File: config.mk
export PLATFORM = sky130hd
export DESIGN_NAME = fetch_controller
export DESIGN_NICKNAME = d
export VERILOG_FILES = /design/src/rtl/fetch_controller_pkg.sv /design/src/rtl/fetch_controller.sv
export SDC_FILE = /design/constraint.sdc
export NUM_CORES = 1
export LEC_CHECK = 0
export BUFFER_PORTS_ARGS = -buffer_cell sky130_fd_sc_hd__buf_2
export CAP_MARGIN = 20
export CORE_MARGIN = 5
export CORE_UTILIZATION = 30
export CTS_CLUSTER_DIAMETER = 150
export DETAILED_ROUTE_END_ITERATION = 7
export PLACE_DENSITY = 0.55
export SLEW_MARGIN = 20
export SYNTH_ARGS = -nofsm -noshare
export SYNTH_HDL_FRONTEND = slang
export SYNTH_SLANG_ARGS = --single-unit
File: constraint.sdc
create_clock -name clk -period 2.6 [get_ports clk]
set_clock_uncertainty 0.15 [all_clocks]
set_input_delay 0.26 -clock clk [delete_from_list [all_inputs] [get_ports clk]]
set_output_delay 0.26 -clock clk [all_outputs]
set_load 0.1 [all_outputs]
File: src/rtl/fetch_controller_pkg.sv
// Shared fetch-path definitions: FSM state encoding and PC arithmetic constants.
package fetch_controller_pkg;

  typedef enum logic [1:0] {
    S_REQ   = 2'd0,
    S_DRAIN = 2'd1,
    S_OUT   = 2'd2
  } fetch_state_e;

  localparam logic [31:0] PC_INC        = 32'd4;
  localparam logic [31:0] PC_ALIGN_MASK = 32'hFFFF_FFFC;

endpackage

File: src/rtl/fetch_controller.sv
// Instruction fetch controller: issues word fetches, holds one instruction for decode,
// and handles branch redirects including the in-flight request drain.
module fetch_controller
  import fetch_controller_pkg::*;
#(
  parameter logic [31:0] RESET_PC = 32'h0000_0000
) (
  input  logic        clk,
  input  logic        reset,
  input  logic        branch_taken,
  input  logic [31:0] branch_pc,
  output logic        imem_req,
  output logic [31:0] imem_addr,
  input  logic        imem_ack,
  input  logic [31:0] imem_rdata,
  output logic        inst_valid,
  input  logic        inst_ready,
  output logic [31:0] inst,
  output logic [31:0] inst_pc
);

  fetch_state_e r_state;
  logic [31:0]  r_pc;
  logic [31:0]  r_drain_addr;
  logic [31:0]  r_inst;
  logic [31:0]  r_inst_pc;
  logic [31:0]  w_branch_pc;

  assign w_branch_pc = branch_pc & PC_ALIGN_MASK;

  always_ff @(posedge clk) begin
    if (reset) begin
      r_state      <= S_REQ;
      r_pc         <= RESET_PC;
      r_drain_addr <= RESET_PC;
      r_inst       <= '0;
      r_inst_pc    <= '0;
    end else begin
      case (r_state)
        S_REQ: begin
          if (branch_taken) begin
            r_pc <= w_branch_pc;
            // Without an ack the old request is still outstanding and must be drained.
            if (!imem_ack) begin
              r_drain_addr <= r_pc;
              r_state      <= S_DRAIN;
            end
          end else if (imem_ack) begin
            r_inst    <= imem_rdata;
            r_inst_pc <= r_pc;
            r_pc      <= r_pc + PC_INC;
            r_state   <= S_OUT;
          end
        end
        S_DRAIN: begin
          if (branch_taken) r_pc <= w_branch_pc;
          if (imem_ack) r_state <= S_REQ;
        end
        S_OUT: begin
          if (branch_taken) begin
            r_pc    <= w_branch_pc;
            r_state <= S_REQ;
          end else if (inst_ready) begin
            r_state <= S_REQ;
          end
        end
        default: r_state <= S_REQ;
      endcase
    end
  end

  always_comb begin
    imem_req   = !reset && ((r_state == S_REQ) || (r_state == S_DRAIN));
    imem_addr  = (r_state == S_DRAIN) ? r_drain_addr : r_pc;
    inst_valid = (r_state == S_OUT);
    inst       = r_inst;
    inst_pc    = r_inst_pc;
  end

endmodule
==> flow_summary_export.csv <==
group,metric,value,unit
worst_setup_path,cpMaxStageDelayCell,"buf_2",
floorplanning,floorplan.rows,50,
pwr,p_comb_share,28.1,%
run_status,status,"completed",
yosys,netlist_area,5700,µm²
worst_setup_path,r2r_slack,0.27,ns
route,vias_per_cell,4.89,
worst_setup_path,arrival,1.95,ns
worst_setup_path,slowest_delay,0.44,ns
clock_tree,clk_root_buffer_cell,"clkbuf_16",
route,drt_first_pass_iters,4,
yosys,synth_area_leaders,"dfxtp_1 44%, nand2_1 14%, a21oi_1 9.7%",
sta,tightestPinTransition,0.730,ns
sta,hold_viol,0,
worst_setup_path,cp.depth,5,
cells_and_area,finalNetCount,996,
pwr,power_frac_seq,33.9,%
floorplanning,start_util,30.5,%
clock_tree,clockBufferDepth,2,
sta,whs,0.0349,ns
sta,slew_viol_final,0,
route,vias,5707,
clock_tree,cts_sinks,124,
yosys,yosysSeqAreaShare,43.5,%
route,detail-route-antenna-nets,0,
yosys,synth_top_family_by_area,"simple AND/OR/NAND/NOR gates",
pwr,p_per_area,778,nW/µm²
route,drc,0,
yosys,synthMuxAreaShare,5.92,%
cells_and_area,drive_above_1_share,28.0,%
sta,fin_crit_sh,90.8,%
sta,final-setup-viol-count,0,
yosys,ys_seq_elements,124,
sta,max_clock_freq,424,MHz
worst_setup_path,worstSetupStartpointType,"flip-flop",
pwr,p_leak,3.27,nW
route,drtIter0Drc,215,
pwr,clkPwrFrac,38.1,%
yosys,ys_types,58,
yosys,yosysTopAreaCell,"dfxtp_1",
grt,grt-ovfl-total,0,
sta,rsz0062_at_grt,"false",
yosys,ys.flop_type,"dfxtp_1",
pwr,peakVddDrop,463,µV
yosys,yosys.area_share.simple,24.6,%
worst_hold_path,hold_class,"in2reg",
yosys,yosysWarnings,0,
yosys,synth_top_cell_area_share,43.5,%
yosys,synth_edf_count,0,
worst_setup_path,path_buf_inv,3,
pwr,total_power,6.28,mW
route,wl,18.6,mm
flow_run,max_cap_viol_count,0,
cells_and_area,fill_cells,1890,
clock_tree,post_cts_buffers,0,
worst_setup_path,required,2.19,ns
worst_setup_path,crit_family,"buffers and inverters",
clock_tree,path_clk_slew,0.05,ns
pwr,netSwitchingFraction,34.8,%
clock_tree,cts_made_buffers,17,
place,place.gp.congestion,0.801,
pwr,p_int,4.09,mW
floorplanning,coreArea,18700,µm²
yosys,synth_compound_area_share,19.2,%
clock_tree,clk_latency,0.41,ns
grt,grt_usage,16.6,%
clock_tree,htreeDepth,4,
grt,grt_pass1_vias,5331,
route,wl_per_cell,15.9,µm
yosys,postSynthCellCount,743,
worst_setup_path,r2r_cells,8,
yosys,synthXorXnorAreaFrac,0,%
sta,period_minus_slack,2.36,ns
sta,maxSlewHeadroom,51.3,%
place,io_buffers,160,
worst_setup_path,crit_chain,"inv_1 -> ha_1 -> buf_12 -> mux2_2 -> buf_2",
worst_setup_path,crit_type,"reg2out",
pwr,p_switching,2.19,mW
floorplanning,die_y,148,µm
grt,grt_pass1_wl,29.1,mm
yosys,synth-adder-area-share,0.877,%
cells_and_area,area_growth,41.5,%
floorplanning,die_w,148,µm
worst_setup_path,path_max_fanout,34,
place,dp_hpwl,12.3,mm
worst_hold_path,holdPathStages,3,
worst_setup_path,worstSetupEndpointType,"output port",
yosys,async_flop_share,0,%
grt,grt_max_degree,65,
clock_tree,cts_tree,"built",
floorplanning,dieArea,21900,µm²
clock_tree,ctsResizeCount,0,
grt,antenna_found_initial,1,
floorplanning,ios,167,
yosys,syn_avg_cell_area,7.68,µm²
## tightest hold or removal path: stages
cell and delay (ns):
buf_2 0.09, a22oi_1 0.08, o2bb2ai_1 0.13
## layout by cell type, fill, tap and decap left out, types with 4 or more instances in the layout
cell	n
a21oi_1	110
a22oi_1	6
a311oi_1	4
a31oi_1	6
a32oi_1	8
and2_1	4
and3_1	4
buf_12	25
buf_2	141
buf_4	22
clkbuf_16	17
conb_1	4
dfxtp_1	124
dlygate4sd3_1	39
ha_1	4
inv_1	8
mux2_2	30
nand2_1	216
nand3_1	20
nand4_1	8
nor2_1	36
nor3_1	4
nor4_1	4
o21ai_0	12
o21ai_1	4
o22ai_1	5
## cell type report
cell class | instances | area [µm²] | share of cell area, %
Sequential cell | 124 | 2480 | 30.8
Clock inverter | 7 | 115 | 1.43
Multi-Input combinational cell | 545 | 2910 | 36.1
Clock buffer | 22 | 474 | 5.88
Antenna cell | 1 | 2.50 | 0.0310
Timing Repair Buffer | 227 | 1760 | 21.8
Tap cell | 234 | 293 | 3.63
Inverter | 8 | 30.0 | 0.372
## kinds of logic after synthesis
kind of cell | after synthesis
compound gates | 184
fa+ha+maj | 4
buf+inv | 77
flops | 124
mux | 30
other cells | 1
simple gates | 323
## state kept, by name (all words and copies together) (netlist names)
name,count
r_state,2
r_drain_addr,30
inst,32
inst_pc,30
r_pc,30
## power groups by stage
| stage | logic [mW] | clock network [mW] | registers [mW] |
|---|---|---|---|
| final | 1.76 | 2.39 | 2.13 |
| after CTS | 1.78 | 2.47 | 2.13 |
| after global routing | 1.86 | 2.55 | 2.15 |
| after global placement | 1.72 | 0 | 2.17 |
| after floorplan | 0.982 | 0 | 2.42 |
| after detailed placement | 1.72 | 0 | 2.17 |
## cell usage after synthesis (all sizes together), types with 2 or more instances
cell type,count
a21oi,111
a221oi,2
a22o,3
a22oi,6
a311oi,4
a31oi,6
a32oi,8
and2,5
and3,5
buf,21
clkbuf,48
dfxtp,124
ha,4
inv,8
mux2,30
nand2,217
nand2b,3
nand3,21
nand4,9
nor2,37
nor2b,3
nor3,5
nor3b,3
nor4,6
o211ai,3
o21ai,16
o221ai,2
o22ai,5
o311ai,2
o31ai,2
o32ai,3
or2,3
or3,3
## final timing paths
check / to / from
worst max-delay path: imem_addr[28] / r_state[1]
worst min-delay path: r_pc[13] / branch_pc[13]
worst max register to register: r_pc[28] / r_state[0]
worst min register to register: inst[22] / inst[22]
## what timing repair did
| item | CTS | global route |
|---|---|---|
| setup endpoints to repair | 0 | 0 |
| endpoints found under the hold margin | 39 | 0 |
| hold buffers | 39 | 0 |
## metrics by stage
stage / setup TNS, ns / cells / utilization (%) / setup WS, ns / area (µm²)
2_1_floorplan: -0.455 / 746 / - / -0.152 / 5720
3_3_place_gp: 0 / 1099 / 37.9 / 0.286 / 7090
3_5_place_dp: 0 / 1099 / 37.9 / 0.269 / 7090
4_1_cts: 0 / 1167 / 43.1 / 0.196 / 8070
5_1_grt: 0 / 1168 / 43.1 / 0.131 / 8070
6_report: 0 / 1168 / 43.1 / 0.240 / 8070
## layer usage
layer / GRT usage, % / share of wire [%] / vias to the layer above
met3: 3.95 / 5.8 / 17
met5: 0 / 0 / -
met2: 26.0 / 46 / 162
met1: 22.4 / 47 / 2622
li1: - / - / 2906
met4: 5.96 / 1.6 / 0
Note: power is estimated with default switching activity, not from simulation.
